`src/rtl/led_pkg.sv`:
```
// Shared encodings for the LED flow sequencer: display modes, per-mode
// entry patterns and bounce end markers.
package led_pkg;

   localparam int LED_W = 4;

   typedef enum logic [1:0] {
      MODE_SHIFT_L = 2'd0,
      MODE_SHIFT_R = 2'd1,
      MODE_BLINK   = 2'd2,
      MODE_BOUNCE  = 2'd3
   } mode_t;

   localparam logic [LED_W-1:0] INIT_SHIFT_L = 4'b0001;
   localparam logic [LED_W-1:0] INIT_SHIFT_R = 4'b1000;
   localparam logic [LED_W-1:0] INIT_BLINK   = 4'b1111;
   localparam logic [LED_W-1:0] INIT_BOUNCE  = 4'b0001;

   localparam logic [LED_W-1:0] BOUNCE_LEFT_END  = 4'b1000;
   localparam logic [LED_W-1:0] BOUNCE_RIGHT_END = 4'b0001;

   function automatic logic [LED_W-1:0] init_pattern(input mode_t m);
      logic [LED_W-1:0] p;
      case (m)
         MODE_SHIFT_L: p = INIT_SHIFT_L;
         MODE_SHIFT_R: p = INIT_SHIFT_R;
         MODE_BLINK:   p = INIT_BLINK;
         MODE_BOUNCE:  p = INIT_BOUNCE;
         default:      p = INIT_SHIFT_L;
      endcase
      return p;
   endfunction

   function automatic mode_t mode_succ(input mode_t m);
      mode_t n;
      case (m)
         MODE_SHIFT_L: n = MODE_SHIFT_R;
         MODE_SHIFT_R: n = MODE_BLINK;
         MODE_BLINK:   n = MODE_BOUNCE;
         MODE_BOUNCE:  n = MODE_SHIFT_L;
         default:      n = MODE_SHIFT_L;
      endcase
      return n;
   endfunction

endpackage

```
`src/rtl/tick_gen.sv`:
```
// Step prescaler: counts sys_clk edges and strobes tc on the last cycle of
// each period P = TICK_CYCLES >> speed. Holds while paused.
module tick_gen #(
   parameter int TICK_CYCLES = 25_000_000
) (
   input  logic       sys_clk,
   input  logic       sys_rst,
   input  logic       clear,
   input  logic       pause,
   input  logic [1:0] speed,
   output logic       tc
);

   localparam int CW = $clog2(TICK_CYCLES);

   logic [CW-1:0] cnt;
   logic [CW-1:0] term;

   // P-1 never exceeds TICK_CYCLES-1, so it always fits in CW bits
   assign term = CW'((TICK_CYCLES >> speed) - 1);
   assign tc   = !pause && (cnt == term);

   always_ff @(posedge sys_clk) begin
      if (sys_rst || clear) begin
         cnt <= '0;
      end else if (!pause) begin
         if (tc) cnt <= '0;
         else    cnt <= cnt + CW'(1);
      end
   end

endmodule

```
`src/rtl/led_flow_ctrl.sv`:
```
// LED bank pattern sequencer: mode FSM, speed register and pattern register,
// paced by the tick_gen prescaler.
//
// state        | meaning
// MODE_SHIFT_L | single lit LED rotating left
// MODE_SHIFT_R | single lit LED rotating right
// MODE_BLINK   | whole bank toggling on/off
// MODE_BOUNCE  | single LED walking to each end and back
module led_flow_ctrl
   import led_pkg::*;
#(
   parameter int TICK_CYCLES = 25_000_000
) (
   input  logic             sys_clk,
   input  logic             sys_rst,
   input  logic             mode_next,
   input  logic             speed_up,
   input  logic             speed_down,
   input  logic             pause,
   output logic [LED_W-1:0] led,
   output logic [1:0]       mode,
   output logic [1:0]       speed,
   output logic             tick
);

   mode_t            state_q;
   mode_t            state_d;
   logic [1:0]       speed_q;
   logic [1:0]       speed_d;
   logic             speed_chg;
   logic             tc;
   logic [LED_W-1:0] led_d;
   logic             dir_right;
   logic             dir_d;
   logic             tick_d;

   always_comb begin
      speed_d = speed_q;
      if (speed_up && !speed_down && speed_q != 2'd3)
         speed_d = speed_q + 2'd1;
      else if (speed_down && !speed_up && speed_q != 2'd0)
         speed_d = speed_q - 2'd1;
      speed_chg = (speed_d != speed_q);
   end

   tick_gen #(
      .TICK_CYCLES (TICK_CYCLES)
   ) u_tick_gen (
      .sys_clk (sys_clk),
      .sys_rst (sys_rst),
      .clear   (mode_next || speed_chg),
      .pause   (pause),
      .speed   (speed_q),
      .tc      (tc)
   );

   always_ff @(posedge sys_clk) begin
      if (sys_rst) state_q <= MODE_SHIFT_L;
      else         state_q <= state_d;
   end

   always_comb begin
      state_d = state_q;
      if (mode_next) state_d = mode_succ(state_q);
   end

   // A mode change or speed change discards a coincident terminal count
   always_comb begin
      led_d  = led;
      dir_d  = dir_right;
      tick_d = 1'b0;
      if (mode_next) begin
         led_d = init_pattern(state_d);
         dir_d = 1'b0;
      end else if (tc && !speed_chg) begin
         tick_d = 1'b1;
         case (state_q)
            MODE_SHIFT_L: led_d = {led[LED_W-2:0], led[LED_W-1]};
            MODE_SHIFT_R: led_d = {led[0], led[LED_W-1:1]};
            MODE_BLINK:   led_d = ~led;
            MODE_BOUNCE: begin
               if (!dir_right) begin
                  led_d = {led[LED_W-2:0], 1'b0};
                  if (led_d == BOUNCE_LEFT_END) dir_d = 1'b1;
               end else begin
                  led_d = {1'b0, led[LED_W-1:1]};
                  if (led_d == BOUNCE_RIGHT_END) dir_d = 1'b0;
               end
            end
            default: led_d = led;
         endcase
      end
   end

   always_ff @(posedge sys_clk) begin
      if (sys_rst) begin
         speed_q   <= 2'd0;
         led       <= INIT_SHIFT_L;
         dir_right <= 1'b0;
         tick      <= 1'b0;
      end else begin
         speed_q   <= speed_d;
         led       <= led_d;
         dir_right <= dir_d;
         tick      <= tick_d;
      end
   end

   assign mode  = state_q;
   assign speed = speed_q;

endmodule

```
`config.mk`:
```
export PLATFORM = sky130hd
export DESIGN_NAME = led_flow_ctrl
export DESIGN_NICKNAME = d
export VERILOG_FILES = /design/src/rtl/led_pkg.sv /design/src/rtl/tick_gen.sv /design/src/rtl/led_flow_ctrl.sv
export SDC_FILE = /design/constraint.sdc
export NUM_CORES = 1
export LEC_CHECK = 0
export CAP_MARGIN = 20
export CORE_UTILIZATION = 63
export CTS_CLUSTER_DIAMETER = 80
export DETAILED_ROUTE_END_ITERATION = 16
export PLACE_DENSITY = 0.94
export SYNTH_ARGS = -nofsm -noshare
export SYNTH_HDL_FRONTEND = slang
export SYNTH_SLANG_ARGS = --single-unit
```
`constraint.sdc`:
```
create_clock -name sys_clk -period 5.4 [get_ports sys_clk]
set_input_delay 1.08 -clock sys_clk [delete_from_list [all_inputs] [get_ports sys_clk]]
set_output_delay 1.08 -clock sys_clk [all_outputs]
set_load 0.01 [all_outputs]
```
==> results.md <==
- Status: finished clean
- Seq/Total Area, Yosys: approximately a third
- Final WS setup: roughly 2.5 ns
- Nets: approximately 300
- Metal3 WL: around 200 um
- Number of synthesized flops with an enable pin: 0
- Max IR drop VDD: between 0.2 and 0.25 mV
- Clk root buf: clkbuf_4
- Switching fraction of total power: 34.9%
- Logic gate share of total power: approximately 33%
- Diodes inserted: 0
- Row cnt: 20
- Setup crit end kind: register
- Total gr overflow: 0
- CP startpoint kind: input port
- Largest cells by area after synthesis: dfxtp_1, ha_1, xnor2_1
- Initial antenna violation count: 0
- Worst Path Required: 5.62 ns
- Top sig layer: met4
- CTS buffer count: 5
- Dpl ws: roughly 2.2 ns
- Crit path max fanout: 23
- Core outline area: 0.00315 mm2
- Port-buffer cells: 14
- H-tree Lvls: 2
- Die height: 60.5 um
- Rel. slew slack: between 70% and 80%
- FILL cells: 247
- Seq pwr share: 45.3%
- Largest net degree at the start of global routing: 24
- Crit path kind: input port to register
- Min Hold Slack: 0.484 ns
- Worst-path clk slew: roughly 0.090 ns
- Die area: 0.00366 mm2
- ANT nets after route: 0
- Routed length on met1: 2110 um
- P per Cell Area: 272 mW/mm2
- Clock Latency Late Sink: approximately 0.35 ns
- Gp weighted congestion: approximately 0.84
- Leakage power: approximately 0.83 nW
- Worst endpoint data arrival time: about 3.1 ns
- First-pass GRT wire length: 7090 um
- Endpoints failing setup: 0
- Psw: approximately 220 uW
- Final Skew: between 0.01 and 0.015 ns
- Syn Area/Cell: 8.21 um2
- Number of global-route vias before repair: 1570
- Post-CTS sizing: 0
- Total internal power: roughly 410 uW
- First drt pass iteration count: 4
- Synthesized cell area: 0.00216 mm2
- Fin Setup TNS: 0 ns
- Worst-margin pin slew: between 0.4 and 0.5 ns
- Post-synth top area cell: dfxtp_1
- GRT Total Usage: about a quarter
- Post-DR wirelength/cell: 13.3 um
- Cell variety after synth: 46
- Hold violation count in the final report: 0
- Die Span X: 60.5 um
- Starting Density: about two thirds
- Max cap viols: 0
- Synth Register Bits: 35
- Cts hold-fix bufs: 0
- CTS max path bufs: 2
- Ys flop type: dfxtp_1
- Final min period: 2.91 ns
- Final wirelength: between 4000 and 5000 um
- Post-Syn Instances: 263
- RSZ-0062 raised after global routing: false
- Async S/R FF share, synth: 0%
- CTS sink cnt: 35
- CTS tree: yes
- Layout cells sized above 1: roughly 5.1%
- Post-DP HPWL: about 3200 um
- Mapped Nets: around 280
- Vias per cell: ~5.7
- Worst hold path class: register to register
- Fmax: approximately 340 MHz
- Post-route DRC: 0
- Ports: 15
- Top-area cell type share of the netlist area: between 30 and 40%
- Clock power frac: roughly 22%
- Tcrit/Tclk final: between 50% and 60%
- Syn. warnings: 0
- Final Slew Violations: 0
- Met2 WL: ~1900 um
- Initial DRC Count: around 150
- Area Growth Syn to Fin: 8.35%
- Vias: ~1.8k
- Post-CTS setup repair buffer count: 0
[power by group through the flow]
stage | combinational (mW) | clock (mW) | sequential, mW
4_1_cts | 0.206 | 0.141 | 0.287
6_report | 0.209 | 0.139 | 0.288
5_1_grt | 0.231 | 0.152 | 0.290
3_3_place_gp | 0.200 | 0 | 0.293
2_1_floorplan | 0.159 | 0 | 0.293
3_5_place_dp | 0.205 | 0 | 0.293
[worst max-delay path, cell delays in order]
cell and delay [ns]:
clkdlybuf4s50_1 0.53, and3b_1 0.29, o21ai_0 0.13, nor3b_1 0.32, nand4b_1 0.25, nand2_2 0.41
nor2_1 0.11
[routing by layer]
metal	up-vias	global-route usage, %
li1	921	-
met1	865	36.8
met2	41	38.5
met3	9	6.82
met4	0	10.1
met5	-	0
[cells in the final DEF (no fill, tap or decap), drive strengths merged, types with 4 or more instances in the layout]
cell | synthesis | final
nand4 | 8 | 8
nor2b | 4 | 4
xor2 | 16 | 16
nor3 | 7 | 7
or3b | 4 | 4
nor2 | 44 | 44
clkdlybuf4s50 | 0 | 14
ha | 14 | 14
o211ai | 4 | 4
clkbuf | 4 | 7
nand2 | 21 | 21
a22oi | 4 | 4
inv | 16 | 16
dfxtp | 35 | 35
nand3 | 13 | 13
xnor2 | 20 | 20
and3 | 4 | 4
a21oi | 4 | 4
[final timing paths]
check                                      start                        endpoint  slack, ns  cells past startpoint
hold / removal    u_tick_gen.cnt[1]$_SDFFE_PP0N_  u_tick_gen.cnt[1]$_SDFFE_PP0N_       0.48                      2
hold reg to reg   u_tick_gen.cnt[1]$_SDFFE_PP0N_  u_tick_gen.cnt[1]$_SDFFE_PP0N_       0.48                      2
setup / recovery                           pause  u_tick_gen.cnt[4]$_SDFFE_PP0N_       2.49                      7
setup reg to reg             speed[0]$_SDFF_PP0_          dir_right$_SDFFE_PP0P_       2.63                      8
[synth_stat cells (4+ instances only)]
master	n
ha_1	14
clkbuf_1	4
nor2_1	44
a22oi_1	4
dfxtp_1	35
buf_6	4
nor3_1	7
nand2_1	20
inv_1	16
and3_1	4
or3b_2	4
o211ai_1	4
xor2_1	16
nor2b_1	4
a21oi_1	4
nand3_1	13
xnor2_1	20
nand4_1	8
[sequential cells by signal, indices dropped and copies added, names as in the netlist]
register and flops:
dir_right 1, led 4, mode 2, speed 2
tick 1, u_tick_gen.cnt 25
[stage by stage]
stage / total power, mW / util [%] / instances / area [um2]
after global routing: 0.673 / 74.2 / 320 / 2340
after floorplan: 0.452 / - / 263 / 2160
final: 0.636 / 74.2 / 320 / 2340
after global placement: 0.493 / 72.6 / 312 / 2290
after CTS: 0.634 / 74.2 / 320 / 2340
after detailed placement: 0.498 / 72.6 / 312 / 2290
[cells by family (layout without fill, tap and decap cells)]
logic type      after synthesis  in the layout  synth area share (%)
xor+xnor                     36             36                  14.6
mux                           2              2                 0.985
flops                        35             35                  32.5
compound gates               26             26                  8.81
fa+ha+maj                    14             14                  8.12
simple gates                125            125                  29.2
buf+inv                      25             38                  5.80
[final cells by class]
class	count	area, um2	share of cell area, %
Clock buffer	7	45.0	1.93
Timing Repair Buffer	14	140	5.99
Inverter	16	60.1	2.57
Clock inverter	1	5.00	0.214
Tap cell	44	55.1	2.35
Multi-Input combinational cell	203	1330	57.0
Sequential cell	35	701	30.0
(Power assumes the default switching activity.)
